### config.mk
export PLATFORM = sky130hd
export DESIGN_NAME = traffic_intersection_ctrl
export DESIGN_NICKNAME = d
export VERILOG_FILES = /design/src/rtl/traffic_intersection_ctrl.sv
export SDC_FILE = /design/constraint.sdc
export NUM_CORES = 1
export LEC_CHECK = 0
export CAP_MARGIN = 20
export CORE_MARGIN = 1
export CORE_UTILIZATION = 35
export CTS_CLUSTER_DIAMETER = 50
export DETAILED_ROUTE_END_ITERATION = 12
export MAX_ROUTING_LAYER = met4
export SLEW_MARGIN = 5
export SYNTH_ARGS = -nofsm -noshare
export SYNTH_HDL_FRONTEND = slang
export SYNTH_SLANG_ARGS = --single-unit
### constraint.sdc
create_clock -name clk -period 2.15 [get_ports clk]
set_input_delay 0.43 -clock clk [delete_from_list [all_inputs] [get_ports clk]]
set_output_delay 0.43 -clock clk [all_outputs]
set_load 0.005 [all_outputs]
### src/rtl/traffic_intersection_ctrl.sv
// Two-direction intersection controller with all-red clearance between directions.
// Defining PED_REQ_EN compiles in the pedestrian walk phase inserted after ALL_RED_NS.
module traffic_intersection_ctrl #(
    parameter int RED_CLR  = 2,
    parameter int GREEN_T  = 8,
    parameter int YELLOW_T = 3,
    parameter int WALK_T   = 5
) (
    input  logic       clk,
    input  logic       reset,
    input  logic       ped_req,
    output logic [1:0] ns_light,
    output logic [1:0] ew_light,
    output logic       walk,
    output logic       ped_ack,
    output logic [2:0] phase
);

    typedef enum logic [2:0] {
        ALL_RED_NS = 3'b000,
        NS_GREEN   = 3'b001,
        NS_YELLOW  = 3'b010,
        ALL_RED_EW = 3'b011,
        EW_GREEN   = 3'b100,
        EW_YELLOW  = 3'b101,
        WALK       = 3'b110
    } state_t;

    localparam logic [1:0] LIGHT_RED    = 2'b00;
    localparam logic [1:0] LIGHT_GREEN  = 2'b01;
    localparam logic [1:0] LIGHT_YELLOW = 2'b10;

    // A duration of 0 behaves as 1, so its terminal count is 0 as well.
    function automatic logic [7:0] last_count(input int t);
        logic [7:0] v;
        if (t <= 1) begin
            v = 8'd0;
        end else begin
            v = 8'(t - 1);
        end
        return v;
    endfunction

    localparam logic [7:0] RED_LAST    = last_count(RED_CLR);
    localparam logic [7:0] GREEN_LAST  = last_count(GREEN_T);
    localparam logic [7:0] YELLOW_LAST = last_count(YELLOW_T);
    localparam logic [7:0] WALK_LAST   = last_count(WALK_T);

    state_t     state_r;
    state_t     state_s;
    logic [7:0] cnt_r;
    logic [7:0] last_s;
    logic       done_s;
`ifdef PED_REQ_EN
    logic       enter_walk_s;
    logic       ped_pending_r;
    logic       ped_ack_r;
`else
    logic       unused_ped_req_s;
`endif

    // Terminal dwell count of the current state.
    always_comb begin
        last_s = RED_LAST;
        case (state_r)
            ALL_RED_NS, ALL_RED_EW: last_s = RED_LAST;
            NS_GREEN, EW_GREEN:     last_s = GREEN_LAST;
            NS_YELLOW, EW_YELLOW:   last_s = YELLOW_LAST;
            WALK:                   last_s = WALK_LAST;
            default:                last_s = RED_LAST;
        endcase
    end

    assign done_s = (cnt_r == last_s);

    // Next-state selection; the walk decision looks only at the registered request.
    always_comb begin
        state_s = state_r;
`ifdef PED_REQ_EN
        enter_walk_s = 1'b0;
`endif
        if (done_s) begin
            case (state_r)
                ALL_RED_NS: begin
`ifdef PED_REQ_EN
                    if (ped_pending_r) begin
                        state_s      = WALK;
                        enter_walk_s = 1'b1;
                    end else begin
                        state_s = NS_GREEN;
                    end
`else
                    state_s = NS_GREEN;
`endif
                end
                NS_GREEN:   state_s = NS_YELLOW;
                NS_YELLOW:  state_s = ALL_RED_EW;
                ALL_RED_EW: state_s = EW_GREEN;
                EW_GREEN:   state_s = EW_YELLOW;
                EW_YELLOW:  state_s = ALL_RED_NS;
                WALK:       state_s = NS_GREEN;
                default:    state_s = ALL_RED_NS;
            endcase
        end else begin
            state_s = state_r;
        end
    end

    // State register.
    always_ff @(posedge clk or posedge reset) begin
        if (reset) begin
            state_r <= ALL_RED_NS;
        end else begin
            state_r <= state_s;
        end
    end

    // Dwell counter, restarted on every state change.
    always_ff @(posedge clk or posedge reset) begin
        if (reset) begin
            cnt_r <= 8'd0;
        end else if (done_s) begin
            cnt_r <= 8'd0;
        end else begin
            cnt_r <= cnt_r + 8'd1;
        end
    end

`ifdef PED_REQ_EN
    // Pending request latch; a new request on the WALK-entry cycle survives the clear.
    always_ff @(posedge clk or posedge reset) begin
        if (reset) begin
            ped_pending_r <= 1'b0;
        end else if (ped_req) begin
            ped_pending_r <= 1'b1;
        end else if (enter_walk_s) begin
            ped_pending_r <= 1'b0;
        end else begin
            ped_pending_r <= ped_pending_r;
        end
    end

    // Acknowledge pulse aligned with the first WALK cycle.
    always_ff @(posedge clk or posedge reset) begin
        if (reset) begin
            ped_ack_r <= 1'b0;
        end else begin
            ped_ack_r <= enter_walk_s;
        end
    end

    assign ped_ack = ped_ack_r;
`else
    assign unused_ped_req_s = ped_req;
    assign ped_ack          = 1'b0;
`endif

    // Signal-head decode straight from the state register.
    always_comb begin
        ns_light = LIGHT_RED;
        ew_light = LIGHT_RED;
        walk     = 1'b0;
        case (state_r)
            NS_GREEN:  ns_light = LIGHT_GREEN;
            NS_YELLOW: ns_light = LIGHT_YELLOW;
            EW_GREEN:  ew_light = LIGHT_GREEN;
            EW_YELLOW: ew_light = LIGHT_YELLOW;
`ifdef PED_REQ_EN
            WALK:      walk = 1'b1;
`endif
            default: begin
                ns_light = LIGHT_RED;
                ew_light = LIGHT_RED;
            end
        endcase
    end

    assign phase = state_r;

endmodule

* After elaboration in Yosys (flattened, before gate mapping)
Index checks and enable logic that the tools add are counted.
Storage, ports and cells: register bits 11, bits of input ports 3, output and inout bits 9, word-level logic and storage cells 19
Cells by class: add/subtract/negate cells 1, equal/unequal tests 7, muxes and demuxes 5, reductions and logical operators 4
Operator list (count):
- 3-bit case mux with 5 select lines | 1
- 3-bit equality test, second input constant | 3
- 3-bit case mux with 3 select lines | 1
- 8-bit by 1-bit adder with 8-bit output, second input constant | 1
- 8-bit equality test | 1
- 8-bit 2-to-1 mux | 1
- 2-bit case mux with 2 select lines | 2
- 3-bit by 2-bit equality test with 1-bit output, second input constant | 2
- 2-bit OR reduction | 3
- 3-bit by 1-bit equality test with 1-bit output, second input constant | 1
- 3-bit logical NOT | 1

* Depth between registers and ports, before layout
depth after elaboration 5, gate-level depth with buffers 5, depth with buffers taken out 4

* Worst setup path after synthesis
No wires, ideal clock.
kind flip-flop to flip-flop, from reg cnt_r[5], to reg state_r[0] (netlist: phase[0]), setup time 79 ps, arrival 1686 ps, required time 2071 ps, path slack 384 ps, cell stages (with the launch flop) 5, buffers on the path 0, clock period less this slack 1766 ps, cell sequence dfrtp_1 or4_4 or2_4 nor4_4 xor2_1
On the way: longest elaborated chain between the ends 1
Ends and longest elaborated chain:
- start: declaration | line 51 | logic [7:0] cnt_r;
- start signal: assignment | line 125 | cnt_r <= cnt_r + 8'd1;
- 8-bit equality test | line 74 | assign done_s = (cnt_r == last_s);
- end signal: assignment | line 114 | state_r <= state_s;
- end: declaration | line 49 | state_t state_r;
No other way between the ends. A chain may end at the register's enable or synchronous reset.

* Final worst setup path
from reg state_r[1] (netlist: phase[1]), to out ns_light[1]
On the way: longest elaborated chain between the ends 2, elaborated cells on any way between the ends 3, classes of those cells eq/ne (2); mux (1)
Ends and longest elaborated chain:
- 3-bit by 2-bit equality test with 1-bit output or 3-bit by 1-bit equality test with 1-bit output (tied branches) | line 163 | case (state_r)
- 2-bit case mux with 2 select lines * | line 163
- end: declaration | line 12 | output logic [1:0] ns_light,
Every way passes the cells marked *; elsewhere a longest branch is shown, timed or not.

==> results.env <==
GP_CONGESTION=0.7719
TRITONCTS_NUM_SINKS=11
POWER.SWITCHING_FRACTION_PCT=21.85
CLOCK_TREE_FROM_TRITONCTS='built'
GLOBAL_ROUTE_WIRE_LENGTH_BEFORE_REPAIR_UM=1980
TIMING.HOLD.WORST.CLASS='primary input to asynchronous set/reset pin'
GLOBAL_ROUTE_TOTAL_OVERFLOW=0
YOSYS_REGISTER_BITS=11
ANTENNA-DIODE-COUNT=0
MOST_FREQUENT_CELLS_IN_THE_LAYOUT='dfrtp_1 (11), clkdlybuf4s50_1 (8), nor2_1 (7)'
DETAIL_ROUTE.DRC_VIOLATIONS=0
WORST_PIN_SLEW_NS=0.5105
TIMING.FINAL.CRIT_PERIOD_NS=2.071
FF2FF_SETUP_SLACK_NS=0.25
POSTCTSSETUPREPAIRBUFS=0
CTS.REPAIR.RESIZED=0
FINALHOLDVIOLCOUNT=0
FINALCOREUTILIZATION_PCT=44.40
WORSTSETUPPATHTYPE='register to output port'
FINAL_ANTENNA_NET_COUNT=0
LAYOUT.CELLS.MOST_COMMON='dfrtp_1'
SYNTH_TOP_CELL_BY_AREA='dfrtp_1'
VIA_COUNT_OF_THE_ROUTED_DESIGN=496
CTS_ROOT_BUFFER='clkbuf_4'
SLEW_VIOL_FINAL=0
POST_CTS_HOLD_BUFFER_COUNT=0
AREA_DELTA_SYNTH_FINAL_PCT=15.71
RSZ0062_AT_GRT='false'
GRT_PASS1_VIAS=436
P_LEAK_nW=0.3493
FIN_SETUP_TNS_NS=0
TOTALWIRELENGTH_UM=1152
GRT_UTIL_ALL_LAYERS_PCT=14.21
CRITPATHMAXFANOUT=12
SYNTH_TOP_AREA_SHARE_PCT=40.67
AVG_WL_PER_CELL_UM=11.18
INITIAL_UTILIZATION_PCT=38.37
VIAS_PER_CELL=4.816
RUN_STATUS='finished, final reports clean'
CRITICAL_PATH.REG2REG.ENDPOINT='phase[0]$_DFFE_PP0N_'
SEQ_AREA_UM2=275.3
YS_SEQ_AREA_SHARE_PCT=40.67
IO_PINS=12
GRT_MAX_DEGREE=13
MAXCAPVIOLATIONS=0
ROWS=15
FLOORPLAN.DIE_AREA_MM2=0.002114
CLOCK-SKEW-FINAL_NS=0.006486
FINAL.FILL_COUNT=184
SYN_AREA_PER_CELL_UM2=9.401
INITIAL_ANTENNA_VIOLATION_COUNT=0
RR_WORST_DEPTH=4
CRITPATHREQUIREDTIME_NS=1.72
PWR-SHARE-COMB_PCT=1.8
WORSTSKEWPAIRLATENCY_NS=0.28
PEAKVDDDROP_mV=0.4274
MAXIMUM_LEVEL_OF_THE_CTS_H_TREE=1
IO_BUFFERS=8
POWER_SWITCHING_uW=78.38
CLOCK_POWER_SHARE_PCT=40.6
WORSTPATHARRIVAL_NS=1.64
MULTI_INPUT_AREA_UM2=359.1
PRE_CTS_WS_NS=0.2616
LAUNCHING_POINT_OF_THE_WORST_REG2REG_PATH='cnt_r[5]$_DFF_PP0_'
DP_HPWL_UM=791.7
CP_CELL_SEQUENCE='inv_1 -> nor3_1 -> clkdlybuf4s50_1'
SHARE_SEQ_OF_TOTAL_POWER_PCT=57.6
DIE_W_UM=45.98
DRIVE_GT1_SHARE_PCT=7.692
FIRSTDRTPASSITERS=3
PLACE.DETAILED.INSTANCES=99
CTS-BUFFERS-INSERTED=3
CLOCKBUFFERDEPTH=2
SLEW_HEADROOM_PCT=65.49
CP_SLOWEST_CELL='dfrtp_1'
FINISH.NET_COUNT=83
CORE_AREA_MM2=0.001764
TIMING.CRITICAL_PATH.FROM_TYPE='register'
NETLIST-CELL-TYPE-COUNT=29
DIE-HEIGHT_UM=45.98
CP-END-KIND='output port'
CLKTRANSATPATHREGS_NS=0.07
YOSYSWARNINGS=0
MAX_STAGE_DELAY_NS=0.56
POSTSYNTHCELLCOUNT=72
FIRST_ITER_VIOLATIONS=15
SYN_AREA_UM2=676.9
YOSYS-TOP-CELLS-AREA='dfrtp_1 (41%), xor2_1 (7.8%), xnor2_1 (6.5%), nor2_1 (3.9%), nor4_4 (3.1%)'
FINALCRITPERIODSHARE_PCT=96.30
SETUP_VIOL_COUNT_FINAL=0
FINISH.CELL_COUNT_WITHOUT_FILLERS=103
FMAX_MHz=483.0
P_INT_uW=280.4
POSTLAYOUTSETUPSLACKWORST_NS=0.07944
POWER_PER_CELL_AREA_mW_PER_MM2=458.1
## power by group through the flow
stage	registers, mW	clock network [mW]	logic [mW]
floorplan	0.211	0	0.00657
global placement	0.211	0	0.00681
detailed placement	0.211	0	0.00686
CTS	0.207	0.147	0.00686
global route	0.207	0.152	0.00797
finish	0.207	0.146	0.00641
## how the worst max path moves through the flow
stage / start / endpoint / cells after the start
6_report: phase[1]$_DFFE_PP0N_ / ns_light[1] / 3
5_1_grt: phase[1]$_DFFE_PP0N_ / ns_light[1] / 3
4_1_cts: phase[1]$_DFFE_PP0N_ / ns_light[1] / 3
3_5_place_dp: cnt_r[5]$_DFF_PP0_ / phase[0]$_DFFE_PP0N_ / 4
3_3_place_gp: cnt_r[5]$_DFF_PP0_ / phase[0]$_DFFE_PP0N_ / 4
2_1_floorplan: cnt_r[5]$_DFF_PP0_ / phase[0]$_DFFE_PP0N_ / 4
## synth_stat cells (all sizes together)
| cell type | count |
|---|---|
| and3 | 2 |
| inv | 3 |
| nor2 | 7 |
| nor3 | 4 |
| o41ai | 1 |
| nor2b | 1 |
| a21oi | 3 |
| xnor2 | 5 |
| nor4bb | 1 |
| nand2 | 2 |
| o32a | 1 |
| o22ai | 1 |
| conb | 1 |
| nor4b | 2 |
| clkbuf | 4 |
| o21ai | 1 |
| buf | 3 |
| and3b | 1 |
| or2 | 1 |
| dfrtp | 11 |
| nand3 | 3 |
| xor2 | 6 |
| nand3b | 1 |
| nor4 | 3 |
| or4 | 1 |
| nand2b | 2 |
| ha | 1 |
## stage by stage
step                instance area [um^2]  power, mW  hold slack, ns
global placement                   757.0     0.2176          0.4662
CTS                                783.3     0.3602          0.4561
detailed placement                 757.0     0.2177          0.4706
floorplan                          680.7     0.2174          0.2824
global route                       783.3     0.3669          0.5101
finish                             783.3     0.3588          0.4324
## flip-flops by register name (all words and copies together) (netlist names)
name / flops
cnt_r: 8
phase: 3
## worst max-delay path, delay by kind of cell (launching register included)
kind,cells,cell delay (ns)
flops,1,0.56
buf+inv,2,0.62
simple gates,1,0.19
## routing by layer
metal,global-route usage [%],vias to the layer above,part of all wire [%],routed length [um]
met5,-,-,0,0
met4,14.12,0,4.2,48
met1,18.02,221,52,598
met2,19.15,13,40,463
li1,-,258,-,-
met3,1.190,4,3.6,41
## cells by family after synthesis
| kind of cell | share of synthesized area, % |
|---|---|
| buffers and inverters | 6.837 |
| AND/OR/NAND/NOR | 29.21 |
| flip-flops | 40.66 |
| AO/OA/AOI/OAI | 6.654 |
| adder cells (fa/ha/maj) | 1.848 |
| XOR/XNOR | 14.23 |
| other | 0.5540 |
## final cells by class
type,instances,area share (%)
well taps,25,3.994
clock buffers,4,3.355
repair buffers,8,10.22
inverters,3,1.438
multi-input cells,52,45.85
flip-flops and latches,11,35.14
Power figures use the tool's default switching activity.
==> edit 1 (same flow settings) <==
Build with the macro `PED_REQ_EN` defined.
--- a/src/rtl/traffic_intersection_ctrl.sv
+++ b/src/rtl/traffic_intersection_ctrl.sv
@@ -1,5 +1,7 @@
 // Two-direction intersection controller with all-red clearance between directions.
 // Defining PED_REQ_EN compiles in the pedestrian walk phase inserted after ALL_RED_NS.
+`define PED_REQ_EN
+
 module traffic_intersection_ctrl #(
     parameter int RED_CLR  = 2,
     parameter int GREEN_T  = 8,
Function: changed (Yosys sat finds a counterexample within 4 cycles, from zero or initial values and one cycle with reset high).
==> edit 1 against the unedited design <==
Sequential cell count rose by 2; highest routed layer unchanged; wire length rose by 17%; worst setup slack improved by 40 ps; design area increased by 19%; critical path depth is the same; critical path type unchanged; synthesized area grew 13%.
Power is left out: it rests on default switching activity, and per cell area and clock period it moved more than threefold.
==> edit 1: results (changes against the unedited design) <==
async_reset_ff_share_pct: 100  # unchanged
place_area_um2: 890  # was 757 um^2
wl_mm: 1.35  # was 1.15 mm
synthTopCellsByArea: "dfrtp_1, xnor2_1, nor2_1"  # was dfrtp_1, xor2_1, xnor2_1
critPathMaxStageDelay_ps: 500  # was 560 ps
dp_cells: 108  # was 99
synthTopCellsByCount: "dfrtp_1, nor2_1, xnor2_1"  # was dfrtp_1, nor2_1, xor2_1
tightest_slew_ps: 452  # was 510 ps
top_register: "cnt_r"  # unchanged
final_nets: 91  # was 83
cts.path.max_buffers: 2  # unchanged
cp_max_fo: 10  # was 12
grt_first_pass_wirelength_mm: 2.30  # was 1.98 mm
diodes: 0  # unchanged
gp_congestion: 0.773  # was 0.772
largest_register_ffs: 8  # unchanged
post_drt_wl_per_cell_um: 11.9  # was 11.2 um
viasPerCell: 4.78  # was 4.82
dr.pass1.iters: 2  # was 3
syn_avg_cell_area_um2: 10.4  # was 9.40 um^2
fill_cells: 199  # was 184
fin_skew_ps: 1.11  # was 6.49 ps
cp_slowest_cell: "clkdlybuf4s50_1"  # was dfrtp_1
hpwl_mm: 1.04  # was 792 um
ys_types: 32  # was 29
dp_slack_ps: 217  # was 262 ps
port_buffers: 11  # was 8
drive_gt1_share_pct: 25.6  # was 7.69%
cp_data_arrival_time_ps: 1600  # was 1640 ps
cts_max_level: 1  # unchanged
synth-seq-area-share_pct: 42.7  # was 40.7%
status: "finished, final reports clean"  # unchanged
drtIter0Drc: 6  # was 15
grt.total_usage_pct: 14.0  # was 14.2%
grt_max_degree: 14  # was 13
grt_pass1_vias: 497  # was 436
## edit 1: worst paths after layout
check / start / to / slack, ps / depth (start not counted)
setup reg to reg: phase[1]$_DFFE_PP0N_ / phase[0]$_DFFE_PP0N_ / 270 / 6
setup / recovery: phase[1]$_DFFE_PP0N_ / walk / 120 / 3
max in group asynchronous: reset / phase[0]$_DFFE_PP0N_ / 1360 / 2
min in group clk: cnt_r[7]$_DFF_PP0_ / cnt_r[7]$_DFF_PP0_ / 480 / 1
hold reg to reg: cnt_r[7]$_DFF_PP0_ / cnt_r[7]$_DFF_PP0_ / 480 / 1
hold / removal: reset / ped_ack$_DFF_PP0_ / 450 / 2
## edit 1: per-layer routing
metal	GRT usage, %	part of all wire, %	vias to the layer above
met1	17.6	48	251
met2	18.1	46	8
met5	-	0	-
li1	-	-	276
met4	8.82	1.8	0
met3	5.97	4.0	5
## edit 1: logic make-up after synthesis
family                     Yosys count  share of synthesized area, %
muxes                                1                          1.48
DFF                                 13                          42.7
adders and majority gates            1                          1.64
buffers and inverters                7                          4.60
AOI/OAI and AO/OA                    8                          7.88
and+or+nand+nor                     33                          29.2
xor gates and xnor gates            10                          12.5
## edit 1: repair_timing
| action | CTS | global route |
|---|---|---|
| buffers inserted | 0 | 1 |
| resized for setup | 2 | 3 |
| setup endpoints to repair | 3 | 4 |
## edit 1: cell type report
class	count	area (um^2)	area share [%]
Tap cell	27	33.8	3.61
Inverter	3	11.3	1.20
Sequential cell	13	329	35.2
Multi-Input combinational cell	53	409	43.8
Clock buffer	4	26.3	2.81
Timing Repair Buffer	13	125	13.4
## edit 1: critical path: cells and delay by family, from the launching register on
| kind | cells | cell delay [ps] |
|---|---|---|
| buf+inv | 1 | 500 |
| flops | 1 | 470 |
| simple gates | 2 | 360 |
==> edit 2 (same settings) <==
Without the edit above. `GREEN_T`: 8 -> 4.
--- a/src/rtl/traffic_intersection_ctrl.sv
+++ b/src/rtl/traffic_intersection_ctrl.sv
@@ -2,7 +2,7 @@
 // Defining PED_REQ_EN compiles in the pedestrian walk phase inserted after ALL_RED_NS.
 module traffic_intersection_ctrl #(
     parameter int RED_CLR  = 2,
-    parameter int GREEN_T  = 8,
+    parameter int GREEN_T  = 4,
     parameter int YELLOW_T = 3,
     parameter int WALK_T   = 5
 ) (
Formal check against the unedited RTL: not equivalent (Yosys sat finds a counterexample within 10 cycles, from zero or initial values and one cycle with reset high).
==> edit 2 against the unedited design <==
Design area is 0.96% higher; wire length is 4.8% higher; utilization hardly changed; synthesized area is 0.55% higher; worst setup slack better by 73 ps; total power hardly changed; hold slack better by 16 ps; sequential cell count stayed put; non-clock buffer count is 1 higher; clock skew is 3.1 ps higher; largest cell class unchanged.
==> edit 2: results (changes against the unedited design) <==
synth-seq-area-share_pct: 40.4  # was 40.7%
synth_fa_ha_area_share_pct: 1.84  # was 1.85%
dr.pass1.iters: 4  # was 3
gp_congestion: 0.798  # was 0.772
drive_gt1_share_pct: 14.3  # was 7.69%
ir_drop_mv: 0.229  # was 0.427 mV
synth_top_family_by_area: "simple AND/OR/NAND/NOR gates"  # unchanged
status: "finished, final reports clean"  # unchanged
drtIter0Drc: 3  # was 15
rr_startpoint: "cnt_r[5]$_DFF_PP0_"  # unchanged
grt_pass1_vias: 465  # was 436
synth_compound_area_share_pct: 13.1  # was 6.65%
r2r_slack_ps: 580  # was 250 ps
hold_ws_ps: 448  # was 432 ps
diodes: 0  # unchanged
drv_slew: 0  # unchanged
cp_max_fo: 10  # was 12
hold_path.class: "primary input to asynchronous set/reset pin"  # unchanged
post-cts-setup-buffers: 0  # unchanged
cts.path.max_buffers: 2  # unchanged
crit_path_start: "phase[1]$_DFFE_PP0N_"  # unchanged
tns_ps: 0  # unchanged
fill_cells: 176  # was 184
grt_first_pass_wirelength_mm: 2.06  # was 1.98 mm
async_reset_ff_share_pct: 100  # unchanged
timing.rr.end: "cnt_r[1]$_DFF_PP0_"  # was phase[0]$_DFFE_PP0N_
final_nets: 82  # was 83
ys_types: 33  # was 29
hpwl_um: 818  # was 792 um
synth-xor-area-share_pct: 12.9  # was 14.2%
grt.total_usage_pct: 15.0  # was 14.2%
cp_data_arrival_time_ps: 1570  # was 1640 ps
path_clk_slew_ps: 80
synthTopCellsByCount: "dfrtp_1, xnor2_1, inv_1, nor3_1"  # was dfrtp_1, nor2_1, xor2_1
synthTopCellsByArea: "dfrtp_1, xnor2_1, xor2_1"  # was dfrtp_1, xor2_1, xnor2_1
post_drt_wl_per_cell_um: 11.8  # was 11.2 um
antenna_found_initial: 0  # unchanged
fin_skew_ps: 9.57  # was 6.49 ps
via_count: 495  # was 496
p_leak_uw: 0.000333  # was 0.000349 uW
cts_made_buffers: 3  # unchanged
synth_mux_area_share_pct: 1.47  # was 0%
edit 2: cell types whose count changed after synthesis, moves of 2 or more:
cell / before / now
xor2_1: 6 / 3
nor2_1: 7 / 2
xnor2_1: 5 / 7
nor4_1: 2 / 0
nor4b_1: 2 / 0
a31oi_1: 0 / 2
o211ai_1: 0 / 2
clkbuf_1: 4 / 1
edit 2: repair_timing:
item	4_1_cts	5_1_grt
resized for setup	0	2
setup endpoints to repair	0	2
hold buffers	0	0
edit 2: cell type report:
| cell class | count | area share [%] |
|---|---|---|
| Sequential cell | 11 | 35.1 |
| Tap cell | 25 | 3.96 |
| Multi-Input combinational cell | 49 | 44.6 |
| Clock buffer | 4 | 3.32 |
| Timing Repair Buffer | 9 | 11.1 |
| Inverter | 4 | 1.90 |
edit 2: metal layers:
metal	vias to the layer above	GRT usage [%]	share of wire, %
li1	255	-	-
met1	227	18.7	51
met2	8	20.3	43
met3	5	3.53	2.3
met4	0	12.4	3.5
met5	-	-	0
edit 2: critical path: stages (launching register included):
cell and delay, ps:
dfrtp_2 460, inv_1 120, nor3_1 190, clkdlybuf4s50_1 520
edit 2: report_power, final:
| group | switching, uW | internal, uW | leakage [uW] |
|---|---|---|---|
| Sequential | 0 | 207 | 0.000142 |
| Combinational | 5.08 | 1.68 | 0.000176 |
| Clock | 73.6 | 72.0 | 0.0000150 |
edit 2: stage by stage:
step,std cells,setup WS [ps],util [%],total power (uW),instance area (um^2)
5_1_grt,102,40.2,44.4,380,791
3_5_place_dp,98,355,42.7,218,762
6_report,102,152,44.4,359,791
4_1_cts,102,44.0,44.2,367,788
3_3_place_gp,98,375,42.7,218,762
2_1_floorplan,70,673,-,217,684
